===== config.mk =====
export PLATFORM = sky130hd
export DESIGN_NAME = demorgan_sweep
export DESIGN_NICKNAME = d
export VERILOG_FILES = /design/src/rtl/demorgan_sweep.sv
export SDC_FILE = /design/constraint.sdc
export NUM_CORES = 1
export LEC_CHECK = 0
export ABC_CLOCK_PERIOD_IN_PS = 1900
export CORE_MARGIN = 3
export CORE_UTILIZATION = 46
export DETAILED_ROUTE_END_ITERATION = 12
export GPL_TIMING_DRIVEN = 1
export MAX_ROUTING_LAYER = met4
export PLACE_DENSITY = 0.76
export SETUP_SLACK_MARGIN = 0.02
export SLEW_MARGIN = 20
export SYNTH_ARGS = -nofsm -noshare
export SYNTH_HDL_FRONTEND = slang
export SYNTH_SLANG_ARGS = --single-unit

===== constraint.sdc =====
create_clock -name clk -period 1.9 [get_ports clk]
set_input_delay 0.38 -clock clk [delete_from_list [all_inputs] [get_ports clk]]
set_output_delay 0.38 -clock clk [all_outputs]
set_load 0.005 [all_outputs]

===== src/rtl/demorgan_sweep.sv =====
// Self-checking stimulus engine: sweeps every {a,b} pair and checks an external NOR/NAND DUT against De Morgan forms.
// Optional build macro DEMORGAN_SWEEP_STOP_EN: end the sweep at the first mismatching vector.
module demorgan_sweep #(
  parameter int WIDTH = 1
) (
  input  logic               clk,
  input  logic               reset,
  input  logic               start,
  input  logic               hold,
  output logic [WIDTH-1:0]   a,
  output logic [WIDTH-1:0]   b,
  input  logic [WIDTH-1:0]   dut_nor,
  input  logic [WIDTH-1:0]   dut_nand,
  output logic               busy,
  output logic               done,
  output logic               pass,
  output logic [2*WIDTH:0]   err_count,
  output logic [2*WIDTH-1:0] first_fail,
  output logic [1:0]         fail_mask
);

  localparam int IW = 2 * WIDTH;
  localparam logic [IW-1:0] LAST_IDX = '1;

  typedef enum logic [1:0] {IDLE, RUN, FINISH} state_t;

  state_t          state_q, state_d;
  logic [IW-1:0]   idx_q, idx_d;
  logic [IW:0]     err_q, err_d;
  logic [IW-1:0]   first_fail_q, first_fail_d;
  logic [1:0]      fail_mask_q, fail_mask_d;
  logic            pass_q, pass_d;

  logic [WIDTH-1:0] exp_nor, exp_nand;
  logic             m0, m1, last_step;

  // Stimulus comes straight from the index register, so a/b are registered outputs.
  assign a = idx_q[IW-1:WIDTH];
  assign b = idx_q[WIDTH-1:0];

  assign exp_nor  = ~a & ~b;
  assign exp_nand = ~a | ~b;
  assign m0       = (dut_nor  != exp_nor);
  assign m1       = (dut_nand != exp_nand);

  always_comb begin
    state_d      = state_q;
    idx_d        = idx_q;
    err_d        = err_q;
    first_fail_d = first_fail_q;
    fail_mask_d  = fail_mask_q;
    pass_d       = pass_q;
    last_step    = 1'b0;
    case (state_q)
      IDLE: begin
        if (start) begin
          idx_d        = '0;
          err_d        = '0;
          first_fail_d = '0;
          fail_mask_d  = '0;
          pass_d       = 1'b0;
          state_d      = RUN;
        end
      end
      RUN: begin
        if (!hold) begin
          if (m0 || m1) begin
            err_d = err_q + 1'b1;
            // An empty count means this is the first failing vector of the sweep.
            if (err_q == '0) begin
              first_fail_d = idx_q;
              fail_mask_d  = {m1, m0};
            end
          end
`ifdef DEMORGAN_SWEEP_STOP_EN
          last_step = (idx_q == LAST_IDX) || m0 || m1;
`else
          last_step = (idx_q == LAST_IDX);
`endif
          if (last_step) begin
            state_d = FINISH;
            pass_d  = (err_d == '0);
          end else begin
            idx_d = idx_q + 1'b1;
          end
        end
      end
      FINISH: begin
        state_d = IDLE;
      end
      default: begin
        state_d = IDLE;
      end
    endcase
  end

  always_ff @(posedge clk or posedge reset) begin
    if (reset) begin
      state_q      <= IDLE;
      idx_q        <= '0;
      err_q        <= '0;
      first_fail_q <= '0;
      fail_mask_q  <= '0;
      pass_q       <= 1'b0;
    end else begin
      state_q      <= state_d;
      idx_q        <= idx_d;
      err_q        <= err_d;
      first_fail_q <= first_fail_d;
      fail_mask_q  <= fail_mask_d;
      pass_q       <= pass_d;
    end
  end

  assign busy       = (state_q != IDLE);
  assign done       = (state_q == FINISH);
  assign pass       = pass_q;
  assign err_count  = err_q;
  assign first_fail = first_fail_q;
  assign fail_mask  = fail_mask_q;

endmodule


======== Word-level counts from Yosys, hierarchy flattened ========
Index checks and enable logic that the tools add are counted.
storage, ports and cells
  bits in registers ....................... 12
  input port bits ......................... 6
  logic and storage cells ................. 60
cells by class
  muxes and demuxes ....................... 26
  reduce and logical (&&, ||, !) cells .... 11
  equal/unequal tests ..................... 11
  $add $sub $neg .......................... 2
  bitwise logic cells ..................... 4
operators with widths
  operator               number
  $mux W2                12
  $pmux W2 S2            4
  $mux W3                5
  $ne A2 B2 Y1 const B   6
  $reduce_and A4 Y1      2
  $logic_not A3 Y1       2
  $pmux W3 S2            1
  $reduce_and A3 Y1      2
  $reduce_and A5 Y1      1
  $eq A2 B2 Y1 const B   2
  $reduce_bool A2 Y1     2
  $add A3 B1 Y3 const B  1
  $mux W1                3
  $add A2 B1 Y2 const B  1
  $eq A2 B1 Y1 const B   1
  $logic_not A2 Y1       1
  $ne A1 B1 Y1           2
  $not A1 Y1             2
  $pmux W1 S2            1
  $and A1 B1 Y1          1
  $logic_or A1 B1 Y1     1
  $or A1 B1 Y1           1

======== Longest topological paths before layout ========
Gate-level depths: netlist (run 1).
  word-level depth ........................ 11
  mapped depth ............................ 6
  gate-level depth less buffers ........... 6

======== Least setup slack after synthesis (run 1) ========
OpenSTA, ideal clock, no wires.
  path kind ............................... register to register
  start ................................... reg idx_q[1]
  end ..................................... reg err_q[0] (netlist: err_count[0])
  cell stages (with the launch flop) ...... 7
  slack ................................... 444 ps
  clock period less this slack ............ 1456 ps
  library setup time ...................... 118 ps
  path buffers ............................ 0
  arrival ................................. 1338 ps
  required time ........................... 1782 ps
  cell sequence ........................... dfrtp_1 inv_1 ha_1 xnor2_1 nand2_1 and3_1 a21o_1
between the ends
  longest elaborated chain between the ends .. 9
  elaborated cells on any way between the ends .. 11
  those cells by class .................... 2 x eq/ne; 5 x mux; 3 x bitwise; 1 x reduce/logical
RTL lines
  element                                               RTL line  source
  start, declared                                       28        logic [IW-1:0] idx_q, idx_d;
  start signal, assigned                                107       idx_q <= idx_d;
  $not A1 Y1 *                                          41, 42
  $and A1 B1 Y1 / $or A1 B1 Y1 (equally long branches)  41, 42
  $ne A1 B1 Y1, on equally long branches                43, 44
  $logic_or A1 B1 Y1 *                                  67        if (m0 || m1) begin
  $mux W3 *                                             67
  $mux W3 *                                             66        if (!hold) begin
  $mux W3 *                                             54        case (state_q)
  $mux W3 *                                             66
  $pmux W3 S2 *                                         54
  end signal, assigned                                  108       err_q <= err_d;
  end, declared                                         29        logic [IW:0] err_q, err_d;
Every way passes the cells marked *; elsewhere a longest branch is shown, timed or not. The select of a mux whose other input is x is not followed.
A chain may end at the register's enable or synchronous reset.

======== Worst setup path after layout (run 1) ========
  start ................................... reg state_q[0]
  end ..................................... out busy
between the ends
  longest elaborated chain between the ends .. 1
RTL lines
  element                 RTL line  source
  start, declared         27        state_t state_q, state_d;
  start signal, assigned  106       state_q <= state_d;
  $reduce_bool A2 Y1      115       assign busy = (state_q != IDLE);
  end, declared           14        output logic busy,
Every way passes these cells.

==> results_tabular.tex, run 1 <==
\begin{tabular}{lr}
\hline
Metric & Value \\
\hline
\multicolumn{2}{l}{\textbf{Global routing}} \\
First-pass GRT wire length & 2530 µm \\
Number of global-route vias before repair & 603 \\
Initial antenna violation count & 0 \\
Total congestion overflow & 0 \\
Aggregate global-route resource usage & 0.179 \\
Maximum number of pins on one net before global-route repair & 13 \\
\multicolumn{2}{l}{\textbf{Logic synthesis}} \\
Commonest register cell after synthesis & sky130\_fd\_sc\_hd\_\_dfrtp\_1 \\
Most common cell in the synthesized netlist & sky130\_fd\_sc\_hd\_\_dfrtp\_1 \\
Portion of synthesized cell area occupied by the leading cell type & 0.443 \\
Number of warnings printed during yosys synthesis & 0 \\
Cell taking the most area after synthesis & sky130\_fd\_sc\_hd\_\_dfrtp\_1 \\
Biggest area contributors in the synthesized netlist & sky130\_fd\_sc\_hd\_\_dfrtp\_1 (44\%), sky130\_fd\_sc\_hd\_\_ha\_1 (7.4\%), sky130\_fd\_sc\_hd\_\_inv\_1 (5.0\%), sky130\_fd\_sc\_hd\_\_o2bb2ai\_1 (3.9\%), sky130\_fd\_sc\_hd\_\_nand2b\_1 (3.7\%) \\
Mapped Nets & 79 \\
Post-synthesis instance total & 69 \\
Count of flip-flops with a built-in enable after synthesis & 0 \\
Synth cell count leaders & sky130\_fd\_sc\_hd\_\_dfrtp\_1 (12), sky130\_fd\_sc\_hd\_\_inv\_1 (9), sky130\_fd\_sc\_hd\_\_nand2\_1 (5) \\
Share of the yosys chip area belonging to registers & 0.443 \\
Average cell area after synthesis & 9.83 µm² \\
Synth Register Bits & 12 \\
Proportion of synthesized flip-flops having asynchronous set or reset & 1.00 \\
Unique cell type count in the Yosys netlist & 29 \\
Netlist Area Pre-Place & 678 µm² \\
\multicolumn{2}{l}{\textbf{Floorplan}} \\
Horizontal extent of the die & 44.4 µm \\
Num ports & 18 \\
Effective utilization at floorplan & 0.508 \\
Height of the die & 44.4 µm \\
Die Outline Area & 1970 µm² \\
Std cell rows & 13 \\
Core Box Area & 1330 µm² \\
\multicolumn{2}{l}{\textbf{Setup path}} \\
Worst Path Max Fanout & 8 \\
Req. time, crit path & 1.52 ns \\
Setup crit start kind & flip-flop \\
Type of element capturing the critical path & primary output \\
Critical path buffer and inverter count & 2 \\
Critical path, cell by cell & inv\_2 -> nand2\_1 -> clkdlybuf4s50\_1 \\
Category of cells accounting for the largest share of critical-path delay & buffers and inverters \\
Critical Path AT & 1.42 ns \\
Cell type of the slowest stage on the worst timing path & sky130\_fd\_sc\_hd\_\_dfrtp\_1 \\
Setup Crit Path Kind & reg2out \\
Slowest cell delay on critical path & 0.49 ns \\
\multicolumn{2}{l}{\textbf{Layout}} \\
Total Nets Final & 102 \\
Layout overhead on the synthesized area & 34.5\% \\
Share of the core filled with cells in the final layout & 0.684 \\
Fill cell count & 101 \\
Ratio of cells with drive above 1 in the final layout & 0.0989 \\
\# diodes & 0 \\
\multicolumn{2}{l}{\textbf{Clock network}} \\
\# clock sinks & 12 \\
Register clock-pin slew on the reported worst setup and hold paths & 0.08 ns \\
Num CTS Buffers & 3 \\
Level count of the clock H-tree & 1 \\
\# hold bufs at CTS & 0 \\
Maximum buffer depth of the clock tree & 2 \\
CTS tree & built \\
Clk Latency, worst-skew pair & 0.28 ns \\
Cell at the root of the clock tree & sky130\_fd\_sc\_hd\_\_clkbuf\_4 \\
\multicolumn{2}{l}{\textbf{Timing}} \\
Pins over their slew limit & 0 \\
Shortest clock period the worst path allows after layout & 1.80 ns \\
Post-Route Skew & 0.00341 ns \\
Final number of setup-violating endpoints & 0 \\
Slew headroom & 0.685 \\
Final-layout setup total negative slack & 0 ns \\
Max Clk Rate & 557 MHz \\
RSZ-0062 raised after global routing & false \\
Slew @ Worst Pin & 0.471 ns \\
Final critical-path share of the clock period & 0.946 \\
Final Hold Fails & 0 \\
\multicolumn{2}{l}{\textbf{Place}} \\
Buffers added on ports & 17 \\
Weighted congestion reported at the end of routability-driven placement & 0.864 \\
Estimated wirelength of the detail-placed design & 1020 µm \\
\multicolumn{2}{l}{\textbf{Job}} \\
Maximum Capacitance Violations & 0 \\
\multicolumn{2}{l}{\textbf{Run status}} \\
Run status & complete, no violations \\
\multicolumn{2}{l}{\textbf{Worst hold path}} \\
Worst hold path class & in2async \\
\multicolumn{2}{l}{\textbf{Drt}} \\
First-pass iteration count of the detailed router & 4 \\
Average vias per placed instance & 5.57 \\
Drt initial violations & 7 \\
DRC & 0 \\
Detailed-route wire length & 1430 µm \\
DR WL/cell & 13.5 µm \\
Antenna-violating nets left & 0 \\
Total vias in the final route & 590 \\
\multicolumn{2}{l}{\textbf{Power and ir drop}} \\
Cell area power density & 1580 nW/µm² \\
Total leakage power & 0.427 nW \\
Worst IR Drop VDD & 0.820 mV \\
\hline
\end{tabular}
layer usage:
layer | wire length (µm) | track usage | up-vias
met5 | 0 | - | -
met4 | 29 | 0.0542 | 0
met3 | 75 | 0.0366 | 6
met2 | 658 | 0.285 | 19
met1 | 664 | 0.228 | 276
li1 | - | - | 289
logic make-up (layout without fill, tap and decap cells):
| logic type | after synthesis | after routing | share of synthesized area |
|---|---|---|---|
| mux | 2 | 2 | 0.0295 |
| buf+inv | 10 | 32 | 0.0553 |
| flops | 12 | 12 | 0.443 |
| compound gates | 18 | 18 | 0.199 |
| fa+ha+maj | 4 | 4 | 0.0738 |
| xor+xnor | 3 | 3 | 0.0388 |
| simple gates | 20 | 20 | 0.161 |
what timing repair did:
item	in CTS	in global routing
resized for setup	0	2
setup endpoints to repair	0	4
endpoints found under the hold margin	0	0
buffers inserted	0	0
area by class of cell:
class | instances | area [µm²] | share of cell area
clock buffer | 4 | 36.3 | 0.0398
inverter | 10 | 37.5 | 0.0412
multi-input combinational | 47 | 340 | 0.373
sequential | 12 | 302 | 0.331
tap | 15 | 18.8 | 0.0206
timing repair buffer | 18 | 178 | 0.195
layout by cell type (no fill, tap or decap), drive strengths merged, types with 2 or more instances in the layout:
cell type,instances
a21o,2
a21oi,3
a31oi,2
clkbuf,4
clkdlybuf4s50,17
dfrtp,12
ha,4
inv,10
mux2i,2
nand2,5
nand2b,4
nor2,2
nor3,3
o21ai,2
o2bb2ai,3
xor2,2
metrics by stage:
step,hold WS [ns],worst slack (ns),area [µm²],instances,total power [W]
2_1_floorplan,0.245,0.444,678,69,0.000916
3_3_place_gp,0.471,0.0997,875,102,0.00121
3_5_place_dp,0.476,0.0893,875,102,0.00122
4_1_cts,0.429,0.0823,911,106,0.00144
5_1_grt,0.455,0.0448,912,106,0.00157
6_report,0.409,0.103,912,106,0.00144
worst paths after layout:
kind	start	end	slack, ns	depth (start not counted)
max in group asynchronous	reset	state_q[1]	1.14	2
min in group clk	first_fail[1]	first_fail[1]	0.49	1
min reg2reg	first_fail[1]	first_fail[1]	0.49	1
max reg2reg	idx_q[0]	err_count[1]	0.25	6
max	state_q[0]	busy	0.10	3
min	reset	state_q[0]	0.41	2
worst register-to-register path, cell delays in order, from the launching register on:
cell                      delay (ns)
sky130_fd_sc_hd__dfrtp_1        0.38
sky130_fd_sc_hd__inv_1          0.09
sky130_fd_sc_hd__ha_1           0.20
sky130_fd_sc_hd__xnor2_1        0.26
sky130_fd_sc_hd__nand2_1        0.19
sky130_fd_sc_hd__o21ai_0        0.29
sky130_fd_sc_hd__a32o_1         0.18
report_power, final:
part / switching [W] / internal [W] / total [W]
sequential: 0.000105 / 0.000363 / 0.000468
clock: 0.0000948 / 0.000117 / 0.000211
combinational: 0.000348 / 0.000416 / 0.000765
sequential cells by signal (all words and copies together), names as in the netlist:
name / count
err_count: 3
fail_mask: 2
first_fail: 2
idx_q: 2
pass: 1
state_q: 2
(Power assumes the default switching activity.)
==> run 2: changes to the inputs <==
Settings changed: RECOVER_POWER from default to 100.
==> run 2 against run 1 <==
- global-route usage is the same
- non-clock buffer count is the same
- worst setup slack gained 0.011 ns
- combinational power shrank 5.8%
- maximum frequency grew 0.62%
- die area is the same
- via count shrank 0.85%
- cell count is the same
- routed wire length shrank 2.1%
- sequential cell count is the same
- sequential share of layout area grew 0.27 points
- first-iteration DRC count shrank 14%
- critical path type unchanged
- critical endpoint unchanged
- largest cell class unchanged
- largest power group unchanged
- highest routed layer unchanged
==> results_tabular.tex, run 2 (synthesis results as in run 1) <==
\begin{tabular}{lr}
\hline
Metric & Value \\
\hline
\multicolumn{2}{l}{\textbf{Drt}} \\
DRC & 0 (unchanged) \\
DR WL/cell & 13.2 µm (was 13.5 µm) \\
Detailed-route wire length & 1400 µm (was 1430 µm) \\
Antenna-violating nets left & 0 (unchanged) \\
Total vias in the final route & 585 (was 590) \\
First-pass iteration count of the detailed router & 5 (was 4) \\
Drt initial violations & 6 (was 7) \\
Average vias per placed instance & 5.52 (was 5.57) \\
\multicolumn{2}{l}{\textbf{Floorplan}} \\
Horizontal extent of the die & 44.4 µm (unchanged) \\
Num ports & 18 (unchanged) \\
Die Outline Area & 1970 µm² (unchanged) \\
Effective utilization at floorplan & 0.508 (unchanged) \\
Std cell rows & 13 (unchanged) \\
Core Box Area & 1330 µm² (unchanged) \\
Height of the die & 44.4 µm (unchanged) \\
\multicolumn{2}{l}{\textbf{Power and ir drop}} \\
Total leakage power & 0.440 nW (was 0.427 nW) \\
Cell area power density & 1540 nW/µm² (was 1580 nW/µm²) \\
Worst IR Drop VDD & 0.793 mV (was 0.820 mV) \\
\multicolumn{2}{l}{\textbf{Setup path}} \\
Cell type of the slowest stage on the worst timing path & sky130\_fd\_sc\_hd\_\_clkdlybuf4s50\_1 (was sky130\_fd\_sc\_hd\_\_dfrtp\_1) \\
Type of element capturing the critical path & primary output (unchanged) \\
Worst Reg2Reg Path Length in Cells & 4 (was 6) \\
Slowest cell delay on critical path & 0.49 ns (about the same) \\
Req. time, crit path & 1.52 ns (about the same) \\
Worst Path Max Fanout & 8 (unchanged) \\
Setup Crit Path Kind & reg2out (unchanged) \\
Setup crit start kind & flip-flop (unchanged) \\
Critical Path AT & 1.41 ns (was 1.42 ns) \\
Critical path, cell by cell & inv\_2 -> nand2\_1 -> clkdlybuf4s50\_1 (unchanged) \\
\multicolumn{2}{l}{\textbf{Layout}} \\
Max reg flops & 3 (unchanged) \\
Final cell count without fillers & 106 (unchanged) \\
\# diodes & 0 (unchanged) \\
Ratio of cells with drive above 1 in the final layout & 0.0769 (was 0.0989) \\
Layout overhead on the synthesized area & 33.4\% (was 34.5\%) \\
Most frequent cells in the layout & sky130\_fd\_sc\_hd\_\_dfrtp\_1 (11), sky130\_fd\_sc\_hd\_\_dlygate4sd3\_1 (11), sky130\_fd\_sc\_hd\_\_inv\_1 (9) (was sky130\_fd\_sc\_hd\_\_clkdlybuf4s50\_1 (17), sky130\_fd\_sc\_hd\_\_dfrtp\_1 (11), sky130\_fd\_sc\_hd\_\_inv\_1 (9)) \\
Total Nets Final & 102 (unchanged) \\
\multicolumn{2}{l}{\textbf{Worst hold path}} \\
Worst hold path class & reg2reg (was in2async) \\
Hold path cells & 1 \\
\multicolumn{2}{l}{\textbf{Clock network}} \\
Num CTS Buffers & 3 (unchanged) \\
Clk Latency, worst-skew pair & 0.27 ns (was 0.28 ns) \\
Maximum buffer depth of the clock tree & 2 (unchanged) \\
\# clock sinks & 12 (unchanged) \\
CTS tree & built (unchanged) \\
Level count of the clock H-tree & 1 (unchanged) \\
Cell at the root of the clock tree & sky130\_fd\_sc\_hd\_\_clkbuf\_4 (unchanged) \\
Register clock-pin slew on the reported worst setup and hold paths & 0.08 ns (about the same) \\
\multicolumn{2}{l}{\textbf{Global routing}} \\
Maximum number of pins on one net before global-route repair & 13 (unchanged) \\
Total congestion overflow & 0 (unchanged) \\
Aggregate global-route resource usage & 0.179 (unchanged) \\
First-pass GRT wire length & 2530 µm (unchanged) \\
Initial antenna violation count & 0 (unchanged) \\
Number of global-route vias before repair & 603 (unchanged) \\
\multicolumn{2}{l}{\textbf{Timing}} \\
Slew @ Worst Pin & 0.470 ns (was 0.471 ns) \\
Post-Route Skew & 0.00245 ns (was 0.00341 ns) \\
Final Hold Fails & 0 (unchanged) \\
Shortest clock period the worst path allows after layout & 1.79 ns (was 1.80 ns) \\
Final critical-path share of the clock period & 0.940 (was 0.946) \\
Final number of setup-violating endpoints & 0 (unchanged) \\
Pins over their slew limit & 0 (unchanged) \\
Slew headroom & 0.686 (was 0.685) \\
RSZ-0062 raised after global routing & false (unchanged) \\
Max Clk Rate & 560 MHz (was 557 MHz) \\
Final-layout setup total negative slack & 0 ns (unchanged) \\
\multicolumn{2}{l}{\textbf{Run status}} \\
Run status & complete, no violations (unchanged) \\
\multicolumn{2}{l}{\textbf{Place}} \\
Buffers added on ports & 17 (unchanged) \\
Weighted congestion reported at the end of routability-driven placement & 0.864 (unchanged) \\
Estimated wirelength of the detail-placed design & 1020 µm (unchanged) \\
Number of placed cells counting well taps & 102 (unchanged) \\
\multicolumn{2}{l}{\textbf{Job}} \\
Maximum Capacitance Violations & 0 (unchanged) \\
\hline
\end{tabular}
==> run 2: cell types whose count changed in the layout (fill, tap and decap cells not counted), sizes merged <==
cell | previous run | this run
clkdlybuf4s50 | 17 | 6
dlygate4sd3 | 0 | 11
buf | 1 | 0
clkbuf | 4 | 5
==> run 2: per-layer routing <==
layer  wire (µm)  vias to the layer above  part of all wire  global-route usage
met1         647                      271              0.46               0.228
met4          16                        0             0.011              0.0542
li1            -                      289                 -                   -
met3          75                        4             0.054              0.0366
met2         658                       21              0.47               0.285
met5           0                        -                 0                   -
==> run 2: critical path, delay by kind of cell (launching register included) <==
kind          cells  cell delay, ns
flops             1            0.48
buf+inv           2            0.58
simple gates      1            0.06
==> run 2: worst paths after layout <==
kind,start,endpoint,slack [ns]
worst max-delay path,state_q[0],busy,0.11
worst min-delay path,first_fail[1],first_fail[1],0.49
worst max register to register,state_q[0],err_count[1],0.24
worst min register to register,first_fail[1],first_fail[1],0.49
max in group asynchronous,reset,state_q[1],1.00
min in group asynchronous,reset,state_q[0],0.55
==> run 2: metrics by stage <==
step / setup slack, ns / utilization / hold WS, ns / cell area, µm² / total power (W)
final: 0.114 / 0.678 / 0.491 / 905 / 0.00139
after global routing: 0.0499 / 0.678 / 0.501 / 905 / 0.00152
after CTS: 0.0823 / 0.683 / 0.429 / 911 / 0.00144
after detailed placement: 0.0893 / 0.656 / 0.476 / 875 / 0.00122
after global placement: 0.0997 / 0.656 / 0.471 / 875 / 0.00121
after floorplan: 0.444 / - / 0.245 / 678 / 0.000916
==> run 2: area by class of cell <==
type / count / area (µm²)
inverters: 10 / 37.5
flip-flops and latches: 12 / 302
clock buffers: 4 / 36.3
fillers: 103 / 429
multi-input cells: 47 / 337
repair buffers: 18 / 174
well taps: 15 / 18.8
==> run 2: repair_timing <==
| action | in CTS | in global routing |
|---|---|---|
| hold buffers | 0 | 0 |
| buffers inserted | 0 | 0 |
| gates resized for setup | 0 | 2 |
| endpoints found under the setup margin | 0 | 4 |
==> run 2: power by group <==
group / switching [W] / total, W / internal, W
clock: 0.0000919 / 0.000208 / 0.000116
combinational: 0.000344 / 0.000721 / 0.000378
sequential: 0.0000998 / 0.000462 / 0.000363
total: 0.000535 / 0.00139 / 0.000857
